### src/rtl/sequential_counter_param.sv
// Parametrised up/down counter with parallel load, wrap/saturate modes, terminal-count pulse
// and sticky overflow on a 28-pin io bus. Define SEQ_COUNTER_PRESCALE_EN to add an enable prescaler.
module sequential_counter_param #(
    parameter int WIDTH    = 16,
    parameter int IO_WIDTH = 28,
    parameter int LOAD_LSB = 8
`ifdef SEQ_COUNTER_PRESCALE_EN
    ,
    parameter int PRESCALE_LOG2 = 2
`endif
) (
    input  logic                clk,
    input  logic                resetn,
    input  logic [IO_WIDTH-1:0] io_in,
    output logic [IO_WIDTH-1:0] io_out,
    output logic [IO_WIDTH-1:0] io_oeb
);
    localparam int               LD_W    = IO_WIDTH - LOAD_LSB;
    localparam logic [WIDTH-1:0] CNT_MAX = {WIDTH{1'b1}};
    localparam logic [WIDTH-1:0] CNT_ONE = WIDTH'(1);

    logic clr, en, dir, ld, sat;
    assign clr = io_in[0];
    assign en  = io_in[1];
    assign dir = io_in[2];
    assign ld  = io_in[3];
    assign sat = io_in[4];

    logic unused_pins;
    assign unused_pins = ^io_in[LOAD_LSB-1:5];

    logic [LD_W-1:0]  ld_field;
    logic [WIDTH-1:0] load_val;
    assign ld_field = io_in[IO_WIDTH-1:LOAD_LSB];

    // The load field is truncated or zero-extended to the counter width.
    generate
        if (LD_W >= WIDTH) begin : g_ld_trunc
            assign load_val = ld_field[WIDTH-1:0];
            if (LD_W > WIDTH) begin : g_ld_drop
                logic unused_ld_bits;
                assign unused_ld_bits = ^ld_field[LD_W-1:WIDTH];
            end
        end else begin : g_ld_ext
            assign load_val = {{(WIDTH-LD_W){1'b0}}, ld_field};
        end
    endgenerate

    logic step;

`ifdef SEQ_COUNTER_PRESCALE_EN
    logic [PRESCALE_LOG2-1:0] pre_q, pre_d;

    always_comb begin
        pre_d = pre_q;
        if (clr || ld) begin
            pre_d = '0;
        end else if (en) begin
            pre_d = pre_q + PRESCALE_LOG2'(1);
        end
    end

    // The counter only moves on the enabled cycle where the prescaler rolls over.
    assign step = en && (pre_q == {PRESCALE_LOG2{1'b1}});

    always_ff @(posedge clk or negedge resetn) begin
        if (!resetn) begin
            pre_q <= '0;
        end else begin
            pre_q <= pre_d;
        end
    end
`else
    assign step = en;
`endif

    logic [WIDTH-1:0] cnt_q, cnt_d;
    logic             tc_q, tc_d;
    logic             ovf_q, ovf_d;
    logic             at_bound;
    logic [WIDTH-1:0] stepped;

    always_comb begin
        cnt_d    = cnt_q;
        tc_d     = 1'b0;
        ovf_d    = ovf_q;
        at_bound = dir ? (cnt_q == '0) : (cnt_q == CNT_MAX);
        stepped  = dir ? (cnt_q - CNT_ONE) : (cnt_q + CNT_ONE);
        if (clr) begin
            cnt_d = '0;
            ovf_d = 1'b0;
        end else if (ld) begin
            cnt_d = load_val;
        end else if (step) begin
            if (at_bound) begin
                // Stepping past the bound: wrap pulses tc, saturate holds silently.
                ovf_d = 1'b1;
                if (!sat) begin
                    cnt_d = stepped;
                    tc_d  = 1'b1;
                end
            end else begin
                cnt_d = stepped;
                tc_d  = sat && (stepped == (dir ? '0 : CNT_MAX));
            end
        end
    end

    always_ff @(posedge clk or negedge resetn) begin
        if (!resetn) begin
            cnt_q <= '0;
            tc_q  <= 1'b0;
            ovf_q <= 1'b0;
        end else begin
            cnt_q <= cnt_d;
            tc_q  <= tc_d;
            ovf_q <= ovf_d;
        end
    end

    always_comb begin
        io_out            = '0;
        io_out[WIDTH-1:0] = cnt_q;
        io_out[WIDTH]     = tc_q;
        io_out[WIDTH+1]   = ovf_q;
    end

    always_comb begin
        io_oeb            = '1;
        io_oeb[WIDTH+1:0] = '0;
    end

endmodule

### config.mk
export PLATFORM = sky130hd
export DESIGN_NAME = sequential_counter_param
export DESIGN_NICKNAME = d
export VERILOG_FILES = /design/src/rtl/sequential_counter_param.sv
export SDC_FILE = /design/constraint.sdc
export NUM_CORES = 1
export LEC_CHECK = 0
export ABC_AREA = 1
export CORE_AREA = 3 3 84 86
export DETAILED_ROUTE_END_ITERATION = 12
export DIE_AREA = 0 0 87 89
export HOLD_SLACK_MARGIN = 0.1
export PLACE_DENSITY = 0.76
export SLEW_MARGIN = 40
export SYNTH_ARGS = -nofsm -noshare
export SYNTH_HDL_FRONTEND = slang
export SYNTH_SLANG_ARGS = --single-unit
### constraint.sdc
create_clock -name clk -period 2.78 [get_ports clk]
set_clock_uncertainty 0.05 [all_clocks]
set_input_delay 0.278 -clock clk [delete_from_list [all_inputs] [get_ports clk]]
set_output_delay 0.278 -clock clk [all_outputs]
set_load 0.02 [all_outputs]
==> run metrics <==
insertion delay of the later-clocked pin in the worst-skew pair=0.26 ns; Reg power frac=25.3%; cell family with most CP delay=simple AND/OR/NAND/NOR gates; proportion of register bits with asynchronous set or reset after synthesis=100%; Longest Clk Path Bufs=2; post-route worst setup slack=0.231 ns; cell area after layout=2980 um^2; Pins Over Slew Limit=0; Setup CP Type=primary input to flop; detailed-routing wirelength on met1=3.06 mm; detailed-route vias per instance=4.98; total clock sinks=18; number of buffers inserted by hold repair at cts=0; worst setup slack before clock tree synthesis=0.0253 ns; main flop type after synthesis=dfrtp_1; io pins=86; number of warnings issued by yosys=0; result of the run=complete, no violations; combined area of all synthesized cells=2540 um^2; adder-cell share of the synthesized area=7.67%; part of the power in the clock network=16.1%; CTS H-tree lvls=1; switch share=48.1%; Iter 0 DRT Violations=166; count of input and output buffers=40; main area contributors after synthesis=nand2_1, dfrtp_1, buf_4; total gr overflow=0; Die Wd=87 um; part of the total power dissipated in combinational logic=58.6%; largest fanout on the critical path=16; total power consumption of the routed design=1.37 mW; Clock Tree Root=clkbuf_8; post-synthesis simple-gate area fraction=43.6%; Final Hold Vio Count=0; count of distinct cell types in the synthesized netlist=32; share of layout cells above drive strength 1=6.53%; cell at the slowest stage of the critical path=clkdlybuf4s50_1; switching power=0.661 mW; total vias in the final route=2,748; diodes inserted=0; Row Count=29; fin crit share=91.7%; Pwr Density=460 nW/um^2; maximum clock frequency=392 MHz; clock-pin slew on the worst setup and hold paths=0.07 ns; crit-path most repeated cell=nand2_1; sequential area share after synthesis=17.7%; final setup vio count=0; die height=89 um; DP Wirelength=5.71 mm; min cycle time layout=2.55 ns; Compound-Gate Fraction of Synth Area=8.06%; leakage power=1.57 nW; class of the tightest hold or removal check=primary input to asynchronous set/reset pin; highest metal layer used by the detailed router=met4; setup tns final=0 ns; Post-synth EDFFs=0; worst-case hold slack=0.432 ns; placer's final routability congestion estimate=0.902; drt total wl=6.99 mm; Layout area overhead=17.2%; # resized after CTS=0; highest ir drop seen on vdd=0.000268 V; number of maximum-capacitance constraint violations=0; GRT Util Overall=18.3%; syn_area_per_cell=5.90 um^2; via count of the first global-routing pass=2,479; Post-DP Area=2920 um^2; NumNets Final=521; area share of the largest cell type after synthesis=19.6%; post-synthesis xor/xnor area fraction=1.03%; metal3 WL=496 um; Post-route DRC=0; crit end category=flop; maximum number of pins on one net before global-route repair=21; dominant combinational cell family by area after synthesis=simple AND/OR/NAND/NOR gates; Core Box Area=6350 um^2; Pre-Repair DR Iteration Count=5; portion of netlist area occupied by mux cells=0%; number of antenna violations at the first check in global routing=0; Post-Synthesis Cells=431; number of buffers added for setup after CTS=0; effective utilization at floorplan=40.1%; clock buffers created by TritonCTS=3; Critical Path Source Type=primary input; post-synthesis cell type with the largest combined area=nand2_1; most used cells in the layout excluding fill and tap cells=nand2_1, inv_1, nand3_1, clkdlybuf4s50_1, conb_1; commonest non-fill, non-tap cell in the layout=nand2_1; met2 routed WL=3.32 mm; critical path cell sequence=clkdlybuf4s50_1, buf_4, ha_1, nand2_2, inv_1, nand2_1, nand2_1, a21oi_1, nand3_1, nand2_1, nand2_1, nor2_1, nand2_1, nand2_1, nand2_1, a21oi_2; Synth Register Bits=18; worst path buffer plus inverter count=3; unrepaired setup endpoints after global routing=no; internal power=0.712 mW; Critical Path AT=2.69 ns; wire length of the first global-routing pass=11.4 mm; delay of the slowest critical-path stage=0.48 ns; antenna violation net count after detailed routing=0; Required @ worst endpoint=2.92 ns; die footprint=7740 um^2; wire length per cell after detailed routing=12.7 um; CTS tree=yes
synthesized netlist by cell type (2+ instances only):
| master | count |
|---|---|
| inv_2 | 2 |
| nor4_1 | 8 |
| dfrtp_1 | 18 |
| nand2_1 | 133 |
| nor3_1 | 6 |
| buf_2 | 3 |
| nand4_1 | 8 |
| nand3b_1 | 3 |
| nand3_1 | 47 |
| inv_1 | 56 |
| ha_1 | 14 |
| o21ai_1 | 6 |
| o21ai_0 | 7 |
| conb_1 | 2 |
| nand3_2 | 2 |
| a21oi_1 | 7 |
| nand2_2 | 6 |
| nor2_1 | 32 |
| a31oi_1 | 10 |
| a21oi_2 | 2 |
| clkbuf_1 | 4 |
| and2_1 | 2 |
| xor2_1 | 2 |
| nor2_2 | 4 |
| buf_4 | 40 |
power groups by stage:
stage	logic, mW	registers, mW	clock network, mW
final	0.804	0.347	0.221
after global routing	0.907	0.351	0.239
after CTS	0.800	0.347	0.225
after detailed placement	0.797	0.351	0
after global placement	0.780	0.351	0
after floorplan	0.554	0.375	0
path summary, 6_finish.rpt:
check                               from         to  cells past startpoint  slack [ns]
worst min register to register     ovf_q      ovf_q                      1        0.46
worst min-delay path              resetn   cnt_q[0]                      2        0.43
max in group asynchronous         resetn  cnt_q[13]                      2        1.95
worst max register to register  cnt_q[1]       tc_q                     17        0.35
min in group clk                   ovf_q      ovf_q                      1        0.46
worst max-delay path            io_in[2]       tc_q                     16        0.23
sequential cells by signal, summed over array words and instances, names as in the netlist:
signal	count
ovf_q	1
cnt_q	16
tc_q	1
per-stage QoR:
step,util (%),cells
2_1_floorplan,-,467
3_3_place_gp,46.0,547
3_5_place_dp,46.0,547
4_1_cts,46.9,551
5_1_grt,47.0,552
6_report,47.0,552
per-layer routing:
layer / up-vias / global-route usage (%)
li1: 1401 / -
met1: 1240 / 23.6
met2: 97 / 31.3
met3: 10 / 3.50
met4: 0 / 4.53
met5: - / 0
cell type report:
class | count | area, um^2
clock buffer | 4 | 55.1
fill | 680 | 3370
inverter | 59 | 221
multi-input combinational | 343 | 1680
sequential | 18 | 450
tap | 77 | 96.3
timing repair buffer | 51 | 480
worst register-to-register path, cell delays in order (launching register included):
cell     delay, ns
dfrtp_1       0.43
inv_1         0.12
fa_1          0.41
inv_1         0.11
nand3_1       0.09
nand2_2       0.13
nand2_1       0.08
nand2_1       0.10
nand2_1       0.10
nand2_1       0.09
nand2_1       0.05
nand2_1       0.08
nand2_1       0.06
nor2_1        0.10
nand2_1       0.06
nand2_1       0.10
nand2_1       0.08
a21oi_2       0.13
kinds of logic after synthesis:
group                      Yosys count
AOI/OAI and AO/OA                   35
other                                2
buffers and inverters              106
adders and majority gates           15
DFF                                 18
and+or+nand+nor                    252
xor gates and xnor gates             3
No activity file was read; power rests on OpenSTA's default activity.
